**config.mk**
```make
export PLATFORM = sky130hd
export DESIGN_NAME = bram_client_port
export DESIGN_NICKNAME = d
export VERILOG_FILES = /design/src/rtl/bram_client_port.sv
export SDC_FILE = /design/constraint.sdc
export NUM_CORES = 1
export LEC_CHECK = 0
export ABC_AREA = 1
export CELL_PAD_IN_SITES_DETAIL_PLACEMENT = 1
export CELL_PAD_IN_SITES_GLOBAL_PLACEMENT = 1
export CORE_MARGIN = 1
export CORE_UTILIZATION = 35
export DETAILED_ROUTE_END_ITERATION = 10
export GPL_TIMING_DRIVEN = 0
export PLACE_DENSITY = 0.76
export SLEW_MARGIN = 20
export SYNTH_ARGS = -nofsm -noshare
export SYNTH_HDL_FRONTEND = slang
export SYNTH_SLANG_ARGS = --single-unit
```
**constraint.sdc**
```tcl
create_clock -name CLK -period 5.7 [get_ports CLK]
set_clock_uncertainty 0.1 [all_clocks]
set_input_delay 1.14 -clock CLK [delete_from_list [all_inputs] [get_ports CLK]]
set_output_delay 1.14 -clock CLK [all_outputs]
set_load 0.05 [all_outputs]
```
**src/rtl/bram_client_port.sv**
```systemverilog
// Valid/ready front end for one port of a write-first BRAM: drives EN/WE/ADDR/DI,
// tracks the fixed read latency and queues read data behind a credit-limited FIFO.
// Optional: define BRAM_CLIENT_WRITE_ACK_EN to make writes return their echo as a response.
module bram_client_port #(
  parameter int ADDR_WIDTH = 9,
  parameter int DATA_WIDTH = 64,
  parameter int PIPELINED  = 0,
  parameter int RESP_DEPTH = 4
) (
  input  logic                  CLK,
  input  logic                  RST_N,
  input  logic                  req_valid,
  output logic                  req_ready,
  input  logic                  req_write,
  input  logic [ADDR_WIDTH-1:0] req_addr,
  input  logic [DATA_WIDTH-1:0] req_data,
  output logic                  resp_valid,
  input  logic                  resp_ready,
  output logic [DATA_WIDTH-1:0] resp_data,
  output logic                  bram_en,
  output logic                  bram_we,
  output logic [ADDR_WIDTH-1:0] bram_addr,
  output logic [DATA_WIDTH-1:0] bram_di,
  input  logic [DATA_WIDTH-1:0] bram_do
);
  localparam int LAT = 1 + PIPELINED;
  localparam int AW  = $clog2(RESP_DEPTH);
  localparam int CW  = $clog2(RESP_DEPTH + 1);
  localparam logic [CW-1:0] DEPTH_C = CW'(RESP_DEPTH);

  logic [CW-1:0]         count_q, count_d;
  logic [LAT-1:0]        tag_q, tag_d;
  logic [AW:0]           wr_ptr_q, wr_ptr_d, rd_ptr_q, rd_ptr_d;
  logic [DATA_WIDTH-1:0] mem_q [RESP_DEPTH];
  logic                  accept, rsp_prod, push, pop, fifo_full;

`ifdef BRAM_CLIENT_WRITE_ACK_EN
  assign rsp_prod = 1'b1;
`else
  assign rsp_prod = ~req_write;
`endif

  // Credits cover both in-flight reads and queued data, so the FIFO can never overflow.
  assign req_ready = (count_q < DEPTH_C);
  assign accept    = req_valid & req_ready;

  assign bram_en   = accept;
  assign bram_we   = accept & req_write;
  assign bram_addr = req_addr;
  assign bram_di   = req_data;

  assign push       = tag_q[LAT-1];
  assign resp_valid = (wr_ptr_q != rd_ptr_q);
  assign pop        = resp_valid & resp_ready;
  assign fifo_full  = (wr_ptr_q[AW] != rd_ptr_q[AW]) &&
                      (wr_ptr_q[AW-1:0] == rd_ptr_q[AW-1:0]);
  assign resp_data  = mem_q[rd_ptr_q[AW-1:0]];

  always_comb begin
    tag_d    = '0;
    tag_d[0] = accept & rsp_prod;
    for (int i = 1; i < LAT; i++) tag_d[i] = tag_q[i-1];

    count_d = count_q;
    case ({tag_d[0], pop})
      2'b10:   count_d = count_q + CW'(1);
      2'b01:   count_d = count_q - CW'(1);
      default: count_d = count_q;
    endcase

    wr_ptr_d = wr_ptr_q + {{AW{1'b0}}, push};
    rd_ptr_d = rd_ptr_q + {{AW{1'b0}}, pop};
  end

  always_ff @(posedge CLK or negedge RST_N) begin
    if (!RST_N) begin
      count_q  <= '0;
      tag_q    <= '0;
      wr_ptr_q <= '0;
      rd_ptr_q <= '0;
    end else begin
      count_q  <= count_d;
      tag_q    <= tag_d;
      wr_ptr_q <= wr_ptr_d;
      rd_ptr_q <= rd_ptr_d;
    end
  end

  // Storage needs no reset; the pointers define what is valid.
  always_ff @(posedge CLK) begin
    if (push) mem_q[wr_ptr_q[AW-1:0]] <= bram_do;
  end

  a_no_overflow: assert property (@(posedge CLK) disable iff (!RST_N) !(push && fifo_full));
  a_count_range: assert property (@(posedge CLK) disable iff (!RST_N) count_q <= DEPTH_C);

endmodule
```
# [Word-level counts from Yosys, hierarchy flattened]
# Memories as Yosys holds them, arrays and structs flattened.
# Index checks and enable logic that the tools add are counted.
[totals] register_bits=10 ramBits=256 in_bits=142 out_inout_bits=141 elab_cells=22 mem_count=1
[op_classes] add_sub_neg=4 magnitude_cmp=1 eq_ne=3 n_mux=3 n_bitwise=5 n_reduce_logical=1
[memory_table] memory="mem_q" words=4 width=64 read_ports=1 rd_clocked_by_memory_dff=0 wr=1 line="34" text="logic [DATA_WIDTH-1:0] mem_q [RESP_DEPTH];"
[op_table] cell="3-bit by 1-bit adder with 3-bit output" count=2
[op_table] cell="3-bit one-hot mux with 2 select lines" count=1
[op_table] cell="1-bit bitwise AND" count=4
[op_table] cell="3-bit by 1-bit adder with 3-bit output, second input constant" count=1
[op_table] cell="3-bit less-than comparator, second input constant" count=1
[op_table] cell="3-bit inequality test" count=1
[op_table] cell="3-bit by 1-bit subtractor with 3-bit output, second input constant" count=1
[op_table] cell="2-bit by 1-bit equality test with 1-bit output, second input constant" count=1
[op_table] cell="2-bit equality test, second input constant" count=1
[op_table] cell="1-bit two-way mux" count=2
[op_table] cell="2-bit nonzero test" count=1
[op_table] cell="1-bit NOT" count=1

# [Depth between registers and ports, before layout]
[logic_depth] word_depth=5 depth_mapped=15 ltp_nobuf=13

# [Least setup slack after synthesis]
# OpenSTA, ideal clock, no wires.
[synth_timing] path_kind="register to register" start="register wr_ptr_q[0]" end="memory mem_q[1][0], enable pin" setup_ns=0.565 arrival_ns=4.847 t_required_ns=5.035 path_slack_ns=0.188 path_stages_with_launch=3 path_buffers=0 synth_period_minus_slack_ns=5.512 cell_sequence="dfrtp_1 > inv_1 > nor3_1"
[synth_rtl] item="start, declared" line="33" text="logic [AW:0] wr_ptr_q, wr_ptr_d, rd_ptr_q, rd_ptr_d;"
[synth_rtl] item="start signal, assigned" line="84" text="wr_ptr_q <= wr_ptr_d;"
[synth_rtl] item="end, declared" line="34"
# Straight into the memory's write port.

# [Worst setup path in the final report]
[layout_timing] start="register rd_ptr_q[1]" end="output port resp_data[32]"
[layout_via] elab_chain_cells=1
[layout_rtl] item="start, declared" line="33"
[layout_rtl] item="start signal, assigned" line="85" text="rd_ptr_q <= rd_ptr_d;"
[layout_rtl] item="memory 4 x 64 bit"
[layout_rtl] item="end, declared" line="19" text="output logic [DATA_WIDTH-1:0] resp_data,"
# Every way passes these cells.

==> out/qor.txt <==
syn_nets: 896
Area Overhead vs Synth: 36.46%
routed vias/inst: 4.955
Synth top cells by count: edfxtp_1, nor2_1, o21ai_0
worst vdd ir: 0.3764 mV
Reg clk slew, reported paths: 0.06 ns
number of port buffers: 209
vias in the first global route: 7419
First-pass DRT Iterations: 4
post-synth top area share: 0.7284
area of the core: 29640 µm²
leakage power: 0.005064 µW
CTS tree: built
DP Wirelength: 21450 µm
WL per Instance: 20.85 µm
TritonCTS Buffers: 28
CTS Buffer Depth: 3
first-pass GRT wire length: 43770 µm
setup_tns: 0 ns
syn avg cell area: 14.11 µm²
Rel. slew slack: 0.4961
CP Cell Sequence: clkinv_1, clkbuf_1, o21ai_1, o22ai_1, clkdlybuf4s50_1
Max-Cap Viols: 0
Total Wirelength: 29880 µm
top post-synthesis cells by area: edfxtp_1, buf_4, nor2_1
Placer Congestion: 0.7143
Post CTS Setup Buffer Count: 0
clk root buf: clkbuf_16
Final #Nets: 1170
final worst-path cycle share: 0.7388
largest net degree at the start of global routing: 15
final hold vios: 0
Via Count: 7100
post-route cell area: 14400 µm²
leading area contributor after synthesis: edfxtp_1
Hold Buf Count CTS: 0
Final min period: 4.211 ns
Initial Util: 0.3561
die height: 175.7 µm
Hold WC Path Type: reg -> reg
Setup crit start kind: register
Crit. End Element: primary output
Syn Inst Count: 748
post-route ant nets: 0
CP startpoint: rd_ptr_q[1]
register area share after synthesis: 0.7521
Arrival @ worst endpoint: 2.97 ns
Bufs and invs on worst path: 3
Total GRT Usage: 0.1899
Placed Area: 13450 µm²
Die X-Extent: 175.7 µm
I/O Pins: 283
Core Rows: 63
DRC violations left: 0
Hold Path Origin: count_q[0]
Critical Path RT: 4.46 ns
unrepaired setup endpoints after global routing: no
Synth Register Bits: 266
Achievable Freq: 0.2375 GHz
worst reg2reg path startpoint: rd_ptr_q[0]
Largest delay share family, worst path: buffers and inverters
critical path type: reg -> out
total clock sinks: 266
die area: 30850 µm²
fin. max-slew vios: 0
PostCTS Resize Cnt: 0
Fin Hold WS: 0.3740 ns
CP max stage delay: 0.86 ns
H-tree depth: 1
total grt overflow: 0
status: completed
asr flop ratio synth: 0.03759
Post-synth EDFFs: 256
Primary FF master, synth: edfxtp_1
Netlist Area Pre-Place: 10550 µm²
number of DRC violations after detailed-routing iteration 0: 308
crit-path max FO: 10
Power Density: 558.0 nW/µm²
Ys Warns: 0
Clock Latency Late Sink: 0.54 ns
share of post-route cells with drive strength above 1: 0.1737
Slew @ Worst Pin: 0.7517 ns
Cell variety after synth: 21
most numerous cell in the Yosys netlist: edfxtp_1
CP max stage cell: clkdlybuf4s50_1
Final setup viols: 0
initial antenna violation count: 2
[power breakdown]
group | total, µW | leakage, µW | internal (µW) | switching, µW
combinational | 3780 | 0.00217 | 1180 | 2600
clock | 1880 | 0.000464 | 1120 | 754
sequential | 2380 | 0.00243 | 2320 | 68.8
total | 8040 | 0.00506 | 4620 | 3420
[path summary, 6_finish.rpt]
check | endpoint | slack, ns | cells after the start
setup / recovery | resp_data[32] | 1.49 | 5
hold / removal | count_q[0] | 0.37 | 1
setup reg to reg | count_q[2] | 3.17 | 14
hold reg to reg | count_q[0] | 0.37 | 1
max in group asynchronous | rd_ptr_q[2] | 4.35 | 1
min in group asynchronous | push | 0.82 | 1
[placed cells by master (no fill, tap or decap), types with 8 or more instances in the layout]
cell and count:
edfxtp_1 256, clkdlybuf4s50_1 209, nor2_1 129, buf_4 105, o21ai_0 83, o22ai_1 64, o21ai_1 46, clkbuf_16 28
buf_6 18, clkbuf_1 17, inv_1 15, nand2_1 11, dfrtp_1 10, buf_2 8
[layer usage]
metal | GRT usage | wire, µm | vias to the layer above | part of all wire
met1 | 0.2105 | 11090 | 3550 | 0.37
met5 | 0 | 0 | - | 0
met3 | 0.03182 | 1871 | 41 | 0.063
met2 | 0.3707 | 16350 | 275 | 0.55
li1 | - | - | 3234 | -
met4 | 0.04783 | 571 | 0 | 0.019
[layout make-up]
| cell class | count | area [µm²] |
|---|---|---|
| fillers | 2996 | 15240 |
| flip-flops and latches | 266 | 7938 |
| repair buffers | 244 | 2385 |
| multi-input cells | 351 | 1753 |
| plain buffers | 114 | 817.0 |
| clock buffers | 28 | 700.7 |
| well taps | 390 | 488.0 |
| clock inverters | 22 | 251.5 |
| inverters | 17 | 66.31 |
| diodes | 1 | 2.502 |
[cell families after synthesis]
logic type                 after synthesis  share of synthesized area
xor gates and xnor gates                 5                   0.004150
buffers and inverters                  131                    0.08370
DFF                                    266                     0.7521
AOI/OAI and AO/OA                      193                    0.09911
adders and majority gates                6                   0.007825
and+or+nand+nor                        147                    0.05311
[metrics by stage]
| stage | power, µW | setup slack (ns) | cells | utilization |
|---|---|---|---|---|
| 2_1_floorplan | 4861 | 0.1881 | 748 | - |
| 3_3_place_gp | 6154 | -3.746 | 1347 | 0.4431 |
| 5_1_grt | 8365 | 1.343 | 1432 | 0.4858 |
| 3_5_place_dp | 6232 | 1.722 | 1382 | 0.4537 |
| 4_1_cts | 8128 | 1.421 | 1432 | 0.4858 |
| 6_report | 8036 | 1.489 | 1433 | 0.4859 |
[sequential cells by signal, summed over array words and instances, names as in the netlist]
| name | cells |
|---|---|
| mem_q | 256 |
| count_q | 3 |
| rd_ptr_q | 3 |
| wr_ptr_q | 3 |
| push | 1 |
Note: power is estimated with default switching activity, not from simulation.
